## src/rtl/linebuf_window_if.sv

```systemverilog
`default_nettype none
// ============================================================================
//  Module      : linebuf_window_if
//  Description : Pixel-write and window-read handshake bundle for the K-row
//                line buffer. The master drives pixels in and consumes
//                windows; the slave is the line buffer itself.
//  Revision    : 1.0 - initial release
// ============================================================================
interface linebuf_window_if #(
    parameter int WIDTH = 8,
    parameter int K     = 3
);
    logic                   i_wr_en;
    logic [WIDTH-1:0]       i_data;
    logic                   o_wr_ready;
    logic                   i_rd_en;
    logic                   o_valid;
    logic [K*K*WIDTH-1:0]   o_data;

    modport master (
        output i_wr_en, i_data, i_rd_en,
        input  o_wr_ready, o_valid, o_data
    );

    modport slave (
        input  i_wr_en, i_data, i_rd_en,
        output o_wr_ready, o_valid, o_data
    );
endinterface
`default_nettype wire

```

## src/rtl/linebuf_window.sv

```systemverilog
`default_nettype none
// ============================================================================
//  Module      : linebuf_window
//  Description : K-row line buffer producing registered KxK sliding windows
//                from a raster pixel stream. K+1 row slots form a circular
//                row store so the next row fills while K rows are read.
//                Optional macro LINEBUF_OVERFLOW_FLAG_EN adds a sticky
//                o_overflow flag for writes attempted while not ready.
//  Revision    : 1.0 - initial release
// ============================================================================
module linebuf_window #(
    parameter int WIDTH = 8,
    parameter int COLS  = 6,
    parameter int K     = 3
) (
    input  wire logic          i_clk,
    input  wire logic          i_rst,
`ifdef LINEBUF_OVERFLOW_FLAG_EN
    output logic               o_overflow,
`endif
    linebuf_window_if.slave    bus
);

    localparam int c_col_w  = (COLS > 1) ? $clog2(COLS) : 1;
    localparam int c_slot_w = $clog2(K + 1);
    localparam int c_full_w = $clog2(K + 2);
    localparam int c_win_w  = K * K * WIDTH;

    localparam logic [c_col_w-1:0]  c_wr_col_last = c_col_w'(COLS - 1);
    localparam logic [c_col_w-1:0]  c_rd_col_last = c_col_w'(COLS - K);
    localparam logic [c_slot_w-1:0] c_slot_last   = c_slot_w'(K);
    localparam logic [c_full_w-1:0] c_full_max    = c_full_w'(K + 1);
    localparam logic [c_full_w-1:0] c_full_k      = c_full_w'(K);
    localparam logic [c_slot_w:0]   c_nslots_ext  = (c_slot_w + 1)'(K + 1);

    // Row store: contents are never reset; only counters decide visibility.
    logic [WIDTH-1:0]     r_mem [0:K][0:COLS-1];

    logic [c_col_w-1:0]   r_wr_col;
    logic [c_slot_w-1:0]  r_wr_slot;
    logic [c_col_w-1:0]   r_rd_col;
    logic [c_slot_w-1:0]  r_rd_slot;
    logic [c_full_w-1:0]  r_rows_full;
    logic                 r_valid;
    logic [c_win_w-1:0]   r_data;

    logic                 w_wr_ready;
    logic                 w_wr_acc;
    logic                 w_row_done;
    logic                 w_load;
    logic                 w_band_end;
    logic [c_win_w-1:0]   w_window;

    assign w_wr_ready = (r_rows_full < c_full_max);
    assign w_wr_acc   = bus.i_wr_en && w_wr_ready;
    assign w_row_done = w_wr_acc && (r_wr_col == c_wr_col_last);
    assign w_load     = (r_rows_full >= c_full_k) && (!r_valid || bus.i_rd_en);
    assign w_band_end = w_load && (r_rd_col == c_rd_col_last);

    assign bus.o_wr_ready = w_wr_ready;
    assign bus.o_valid    = r_valid;
    assign bus.o_data     = r_data;

    // Window gather: row r of the window lives in slot (rd_slot + r) mod (K+1).
    for (genvar gr = 0; gr < K; gr++) begin : g_row
        logic [c_slot_w:0]   w_sum;
        logic [c_slot_w-1:0] w_slot;

        assign w_sum = {1'b0, r_rd_slot} + (c_slot_w + 1)'(gr);

        // Wrap the slot index back into 0..K.
        always_comb begin
            w_slot = w_sum[c_slot_w-1:0];
            if (w_sum >= c_nslots_ext) begin
                w_slot = w_sum[c_slot_w-1:0] - c_slot_w'(K + 1);
            end
        end

        for (genvar gc = 0; gc < K; gc++) begin : g_col
            assign w_window[(gr*K + gc)*WIDTH +: WIDTH] =
                r_mem[w_slot][r_rd_col + c_col_w'(gc)];
        end
    end

    // Pixel store write; the written slot is never among the K read slots.
    always_ff @(posedge i_clk) begin
        if (w_wr_acc) begin
            r_mem[r_wr_slot][r_wr_col] <= bus.i_data;
        end
    end

    // Write pointer: column within the row, then row slot around the ring.
    always_ff @(posedge i_clk) begin
        if (i_rst) begin
            r_wr_col  <= '0;
            r_wr_slot <= '0;
        end else if (w_wr_acc) begin
            if (r_wr_col == c_wr_col_last) begin
                r_wr_col  <= '0;
                r_wr_slot <= (r_wr_slot == c_slot_last) ? '0
                                                        : r_wr_slot + c_slot_w'(1);
            end else begin
                r_wr_col <= r_wr_col + c_col_w'(1);
            end
        end
    end

    // Window output register and read pointer (column, then oldest row slot).
    always_ff @(posedge i_clk) begin
        if (i_rst) begin
            r_valid   <= 1'b0;
            r_data    <= '0;
            r_rd_col  <= '0;
            r_rd_slot <= '0;
        end else if (w_load) begin
            r_valid <= 1'b1;
            r_data  <= w_window;
            if (w_band_end) begin
                r_rd_col  <= '0;
                r_rd_slot <= (r_rd_slot == c_slot_last) ? '0
                                                        : r_rd_slot + c_slot_w'(1);
            end else begin
                r_rd_col <= r_rd_col + c_col_w'(1);
            end
        end else if (bus.i_rd_en && r_valid) begin
            r_valid <= 1'b0;
        end
    end

    // Occupied-row count: +1 on row complete, -1 on band release, both cancel.
    always_ff @(posedge i_clk) begin
        if (i_rst) begin
            r_rows_full <= '0;
        end else if (w_row_done && !w_band_end) begin
            r_rows_full <= r_rows_full + c_full_w'(1);
        end else if (!w_row_done && w_band_end) begin
            r_rows_full <= r_rows_full - c_full_w'(1);
        end
    end

`ifdef LINEBUF_OVERFLOW_FLAG_EN
    logic r_overflow;

    assign o_overflow = r_overflow;

    // Sticky flag for any write attempted while the store is full.
    always_ff @(posedge i_clk) begin
        if (i_rst) begin
            r_overflow <= 1'b0;
        end else if (bus.i_wr_en && !w_wr_ready) begin
            r_overflow <= 1'b1;
        end
    end
`endif

endmodule
`default_nettype wire

```

## src/flat_wrapper.sv

```systemverilog
// flat-port wrapper written by rule: the top's interface ports become plain ports
module linebuf_window_flat 
#(
    parameter int WIDTH = 8,
    parameter int COLS  = 6,
    parameter int K     = 3
)
  (i_clk, i_rst, bus_i_wr_en, bus_i_data, bus_i_rd_en, bus_o_wr_ready, bus_o_valid, bus_o_data);
  linebuf_window_if #(.WIDTH(WIDTH), .K(K)) bus_i ();
  input  wire logic i_clk;
  input  wire logic i_rst;
  input wire logic [$bits(bus_i.i_wr_en)-1:0] bus_i_wr_en;
  input wire logic [$bits(bus_i.i_data)-1:0] bus_i_data;
  input wire logic [$bits(bus_i.i_rd_en)-1:0] bus_i_rd_en;
  output wire logic [$bits(bus_i.o_wr_ready)-1:0] bus_o_wr_ready;
  output wire logic [$bits(bus_i.o_valid)-1:0] bus_o_valid;
  output wire logic [$bits(bus_i.o_data)-1:0] bus_o_data;
  assign bus_i.i_wr_en = bus_i_wr_en;
  assign bus_i.i_data = bus_i_data;
  assign bus_i.i_rd_en = bus_i_rd_en;
  assign bus_o_wr_ready = bus_i.o_wr_ready;
  assign bus_o_valid = bus_i.o_valid;
  assign bus_o_data = bus_i.o_data;
  linebuf_window #(.WIDTH(WIDTH), .COLS(COLS), .K(K)) u_core (.i_clk(i_clk), .i_rst(i_rst), .bus(bus_i));
endmodule
```

## config.mk

```make
export PLATFORM = sky130hd
export DESIGN_NAME = linebuf_window_flat
export DESIGN_NICKNAME = d
export VERILOG_FILES = /design/src/rtl/linebuf_window_if.sv /design/src/rtl/linebuf_window.sv /design/src/flat_wrapper.sv
export SDC_FILE = /design/constraint.sdc
export NUM_CORES = 1
export LEC_CHECK = 0
export BUFFER_PORTS_ARGS = -buffer_cell sky130_fd_sc_hd__buf_2
export CAP_MARGIN = 0
export CORE_ASPECT_RATIO = 0.5
export CORE_MARGIN = 5
export CORE_UTILIZATION = 62
export DETAILED_ROUTE_END_ITERATION = 8
export PLACE_DENSITY_LB_ADDON = 0.08
export REMOVE_ABC_BUFFERS = 1
export SLEW_MARGIN = 20
export SYNTH_ARGS = -nofsm -noshare
export SYNTH_HDL_FRONTEND = slang
export SYNTH_SLANG_ARGS = --single-unit
```

## constraint.sdc

```tcl
create_clock -name i_clk -period 2.88 [get_ports i_clk]
set_input_delay 0.288 -clock i_clk [delete_from_list [all_inputs] [get_ports i_clk]]
set_output_delay 0.288 -clock i_clk [all_outputs]
set_load 0.01 [all_outputs]
```

======== Word level (Yosys, flattened, before mapping) ========
Memory sizes are Yosys's and may differ from the RTL's. A register that Yosys moved wholly into a read port is not among the register bits.
Index checks and enable logic that the tools add are counted.
operators by class
  add/subtract/negate cells ............... 9
  $mul .................................... 0
  divide/modulo/power cells ............... 0
  magnitude comparators ................... 7
  eq/ne operators ......................... 4
  shift operators ......................... 0
  mux-type cells .......................... 41
  bitwise operators ....................... 4
  reduce and logical (&&, ||, !) cells .... 16
operator list
  cell                 number
  $bmux 8 s3           9
  $mux 8               19
  $mux 48              1
  $demux 8 s3          1
  $ge 4x4->1 const B   4
  $not 3->4            4
  $mux 3               4
  $add 3x1->3 const B  3
  $logic_and 1x1->1    8
  $mux 2               4
  $add 2x1->2 const B  3
  $eq 2x2->1 const B   2
  $lt 4x1->1 const B   1
  $reduce_and 2->1     2
  $reduce_bool 2->1    2
  $add 3x2->3 const B  1
  $eq 3x2->1 const B   1
  $eq 3x3->1 const B   1
  $ge 3x2->1 const B   1
  $logic_not 1->1      3
  $lt 3x3->1 const B   1
  $mux 1               3
  $sub 3x1->3 const B  1
  $add 2x2->2 const B  1
  $logic_or 1x1->1     1
storage, ports and cells
  bits in registers ....................... 86
  bits in latches ......................... 0
  RAM bits ................................ 192
  bits in read-only memories .............. 0
  bits of input ports ..................... 12
  output and inout bits ................... 74
  word-level logic and storage cells ...... 89
  memories kept ........................... 1
memory list
  name          depth  width  rd ports  clocked after memory_dff  wr ports  line                  text
  u_core.r_mem  4      48     3         1                         1         linebuf_window.sv:37  logic [WIDTH-1:0] r_mem [0:K][0:COLS-1];

======== Longest topological paths before layout ========
  word-level depth ........................ 7
  depth in mapped cells ................... 9
  gate-level depth less buffers ........... 9

======== Least setup slack after synthesis ========
OpenSTA, ideal clock, no wires.
  path kind ............................... register to register
  start point ............................. reg u_core.r_rows_full[2]
  end point ............................... reg u_core.r_rows_full[2]
  setup time .............................. 0.070 ns
  arrival ................................. 2.051 ns
  required time ........................... 2.810 ns
  slack ................................... 0.758 ns
  cell stages (with the launch flop) ...... 9
  path buffers ............................ 0
  clock period less this slack ............ 2.122 ns
  cell sequence ........................... dfxtp_1 nand3b_1 nor2_1 ha_1 inv_1 fa_1 xor2_1 or3_1 a21oi_1
between the ends
  cells in the longest elaborated chain, start to end .. 6
  elaborated cells between the ends (all ways) .. 15
  those cells by class .................... 2 x add/sub; 2 x order compare; 2 x mux; 9 x reduce/logical
RTL lines
  item                                line                   text
  start, declared                     linebuf_window.sv:43   logic [c_full_w-1:0] r_rows_full;
  start signal, assigned              linebuf_window.sv:135  r_rows_full <= r_rows_full + c_full_w'(1);
  start signal, assigned              linebuf_window.sv:137  r_rows_full <= r_rows_full - c_full_w'(1);
  $lt 3x3->1 *                        linebuf_window.sv:54   assign w_wr_ready = (r_rows_full < c_full_max);
  $logic_and 1x1->1 *                 linebuf_window.sv:55   assign w_wr_acc = bus.i_wr_en && w_wr_ready;
  $logic_and 1x1->1 *                 linebuf_window.sv:56   assign w_row_done = w_wr_acc && (r_wr_col == c_wr_col_last);
  via u_core.w_row_done               linebuf_window.sv:49   logic w_row_done;
  $logic_not 1->1                     linebuf_window.sv:136  end else if (!w_row_done && w_band_end) begin
  $logic_and 1x1->1                   linebuf_window.sv:136
  $reduce_bool 2->1 (no source line)  --
Mark *: on every way through the listed nets, which the timed path passes. The rest lies on a longest branch. The select of a mux whose other input is x is not followed.
A chain may end at the register's enable or synchronous reset.

======== Final worst setup path ========
  start point ............................. reg u_core.r_rd_col[2]
  end point ............................... reg u_core.r_data[58], in the netlist u_core.bus.o_data[58]
between the ends
  cells in the longest elaborated chain, start to end .. 5
RTL lines
  item                                       line                   text
  start, declared                            linebuf_window.sv:41   logic [c_col_w-1:0] r_rd_col;
  start signal, assigned                     linebuf_window.sv:123  r_rd_col <= r_rd_col + c_col_w'(1);
  $add 3x1->3                                linebuf_window.sv:81   r_mem[w_slot][r_rd_col + c_col_w'(gc)];
  $not 3->4 (not written as such)            linebuf_window.sv:81
  $bmux 8 s3                                 linebuf_window.sv:81
  $mux 8 (not written as such) (2 in a row)  linebuf_window.sv:81
  end signal, assigned                       linebuf_window.sv:117  r_data <= w_window;
  end, declared                              linebuf_window.sv:45   logic [c_win_w-1:0] r_data;
No other way between the ends. The select of a mux whose other input is x is not followed.

==> flow_metrics.env <==
export IMPL_finalCoreUtilization=0.708
export IMPL_clock_sinks=280
export IMPL_grt_overflow_total=0
export IMPL_synth_async_reset_ratio=0
export IMPL_cts_tree="yes"
export IMPL_synth_seq_area_share=0.463
export IMPL_syn2layout_area_growth_pct=11.1
export IMPL_crit_chain="inv_1, ha_1, or4b_1, o22ai_1, a311oi_1, a211oi_1"
export IMPL_synth_distinct_cells=50
export IMPL_wire_per_inst_um=33.1
export IMPL_post_dp_hpwl_mm=37.8
export IMPL_synth_top_cell_area_share=0.355
export IMPL_synth_commonest_cells="192 x edfxtp_1, 115 x mux4_2, 92 x mux2i_1"
export IMPL_antennaDiodeCount=0
export IMPL_max_freq_mhz=364
export IMPL_hp_class="input port to register"
export IMPL_yosys_most_used_dff="edfxtp_1"
export IMPL_io_buffers=85
export IMPL_dr_pass1_iters=6
export IMPL_rr_worst_depth=6
export IMPL_path_clk_slew_ps=70
export IMPL_synth_most_common_cell="edfxtp_1"
export IMPL_syn_area_um2=16300
export IMPL_setup_ws_ps=132
export IMPL_die_w_um=239
export IMPL_cts_buffer_depth=3
export IMPL_yosys_area_top_type="edfxtp_1"
export IMPL_wirelength_mm=55.7
export IMPL_viasPerCell=7.67
export IMPL_final_hold_violation_count=0
export IMPL_r2r_end="u_core.bus.o_data[58]"
export IMPL_hold_path_startpoint="bus_i_wr_en"
export IMPL_die_area_um2=29800
export IMPL_grt_pass1_vias=11769
export IMPL_die_y_um=124
export IMPL_slew_limit_headroom=0.419
export IMPL_cp_end_kind="register"
export IMPL_cap_violations=0
export IMPL_htreeDepth=1
export IMPL_post_cts_repair_setup_buffers=0
export IMPL_route_detailed_drc=0
export IMPL_cp_start_kind="register"
export IMPL_regArea_um2=7540
export IMPL_coreArea_um2=25500
export IMPL_slew_violations=0
export IMPL_synthTopCellsByArea="edfxtp_1 35%, mux4_2 16%, dfxtp_1 11%"
export IMPL_crit_slowest_cell="or4b_1"
export IMPL_synth_edf_count=192
export IMPL_status="finished clean"
export IMPL_ant_nets=0
export IMPL_grtUsageTotal=0.365
export IMPL_dr_total_vias=12898
export IMPL_ys_seq_elements=280
export IMPL_min_path_cells=4
export IMPL_drt_iter0_drc=2411
export IMPL_initial_core_util=0.638
export IMPL_syn_area_per_cell_um2=12.9
export IMPL_p_leak_nw=5.77
export IMPL_synthCells=1264
export IMPL_place_gp_congestion=0.952
export IMPL_grt_pass1_wl_mm=80.2
export IMPL_tns_ps=0
export IMPL_cts_root_buffer="clkbuf_16"
export IMPL_multiInputGateArea_um2=8110
export IMPL_yosysWarnings=0
export IMPL_holdPathEnd="u_core.r_wr_col[0]"
export IMPL_fillCellCount=1735
export IMPL_worst_pin_slew_ps=871
export IMPL_crit_required_ps=3340
export IMPL_num_rows=41
export IMPL_crit_fanout=15
export IMPL_critPathArrivalTime_ps=3210
export IMPL_antenna_found_initial=2
export IMPL_rsz0062_at_grt="false"
export IMPL_io_pins=86
export IMPL_grt_max_degree=87
export IMPL_holdBufCountCts=0
export IMPL_period_share=0.954
export IMPL_layout_drive_gt1_share=0.307
export IMPL_peakVddDrop_v=0.000442
export IMPL_worstSetupPathType="register to register"
export IMPL_nNetsFinal=1339
export IMPL_preCtsSetupSlack_ps=244
export IMPL_cts_buffers=26
export IMPL_r2r_start="u_core.r_rd_col[2]"
export IMPL_setup_violations=0
export IMPL_period_minus_slack_ps=2750
export IMPL_cts_resized=0
export IMPL_cpPeakStageDelay_ps=890
export IMPL_rrSetupSlack_ps=130
export IMPL_power_density_nw_per_um2=457
export IMPL_worstSkewPairLatency_ps=560
export IMPL_skew_ps=24.5
[where the power goes]
part	internal [W]	total, W	switching [W]	leakage (nW)
registers	0.00431	0.00432	0.0000155	2.44
logic	0.0000577	0.000191	0.000133	2.90
clock network	0.00212	0.00374	0.00161	0.431
[critical path: cells and delay by family, from the launching register on]
| family | cells | cell delay [ps] |
|---|---|---|
| AOI/OAI and AO/OA | 3 | 600 |
| adders and majority gates | 1 | 470 |
| and+or+nand+nor | 1 | 890 |
| DFF | 1 | 510 |
| buffers and inverters | 1 | 160 |
[worst max-delay path by stage]
stage / startpoint / to / slack [ps] / cells after the start
2_1_floorplan: u_core.r_rd_slot[0] / u_core.bus.o_data[46] / -3620 / 5
3_3_place_gp: u_core.r_rd_col[2] / u_core.bus.o_data[39] / 310 / 6
3_5_place_dp: u_core.r_rd_col[2] / u_core.bus.o_data[59] / 240 / 6
4_1_cts: u_core.r_rd_col[2] / u_core.bus.o_data[58] / 230 / 6
5_1_grt: u_core.r_rd_col[2] / u_core.bus.o_data[34] / 30 / 6
6_report: u_core.r_rd_col[2] / u_core.bus.o_data[58] / 130 / 6
[sequential cells by signal (all words and copies together), names as in the netlist, named ones only]
| register | flops |
|---|---|
| u_core.r_rows_full | 3 |
| u_core.r_wr_col | 3 |
| u_core.r_rd_slot | 2 |
| u_core.r_mem | 192 |
| u_core.bus.o_valid | 1 |
| u_core.r_wr_slot | 2 |
| u_core.bus.o_data | 72 |
| u_core.r_rd_col | 3 |
[cells by family (layout without fill, tap and decap cells)]
logic type / after synthesis / after routing / share of synthesized area
AOI/OAI and AO/OA: 293 / 293 / 0.132
muxes: 302 / 302 / 0.282
adders and majority gates: 9 / 9 / 0.00739
buffers and inverters: 126 / 200 / 0.0408
xor gates and xnor gates: 2 / 2 / 0.00108
DFF: 280 / 280 / 0.463
and+or+nand+nor: 252 / 252 / 0.0731
[stage by stage]
| step | hold slack (ps) | cells | power [W] | cell area (um2) |
|---|---|---|---|---|
| 2_1_floorplan | 356 | 1145 | 0.00448 | 15600 |
| 3_3_place_gp | 470 | 1634 | 0.00458 | 17200 |
| 3_5_place_dp | 483 | 1634 | 0.00459 | 17200 |
| 4_1_cts | 88.3 | 1682 | 0.00825 | 18100 |
| 5_1_grt | 122 | 1682 | 0.00847 | 18100 |
| 6_report | 98.7 | 1682 | 0.00825 | 18100 |
[per-layer routing]
layer  share of wire  GRT usage
met5               0          0
met3            0.18      0.175
met1            0.39      0.537
met2            0.41      0.500
met4           0.023     0.0644
[cell usage in the layout, fill, tap and decap left out, types with 40 or more instances in the layout]
cell        n
buf_2      85
mux2_2     90
nor2_1     84
mux2i_1    92
a211oi_1   53
edfxtp_1  192
mux4_2    115
a22oi_1    44
a22o_1     54
dfxtp_1    83
buf_4      46
nand2_1    73
a21oi_1    40
[area by class of cell]
type / instances / share of cell area
Multi-Input combinational cell: 858 / 0.449
Tap cell: 344 / 0.0238
Sequential cell: 280 / 0.418
Clock inverter: 17 / 0.0127
Timing Repair Buffer: 145 / 0.0582
Clock buffer: 31 / 0.0371
Inverter: 7 / 0.00145
(Power assumes the default switching activity.)
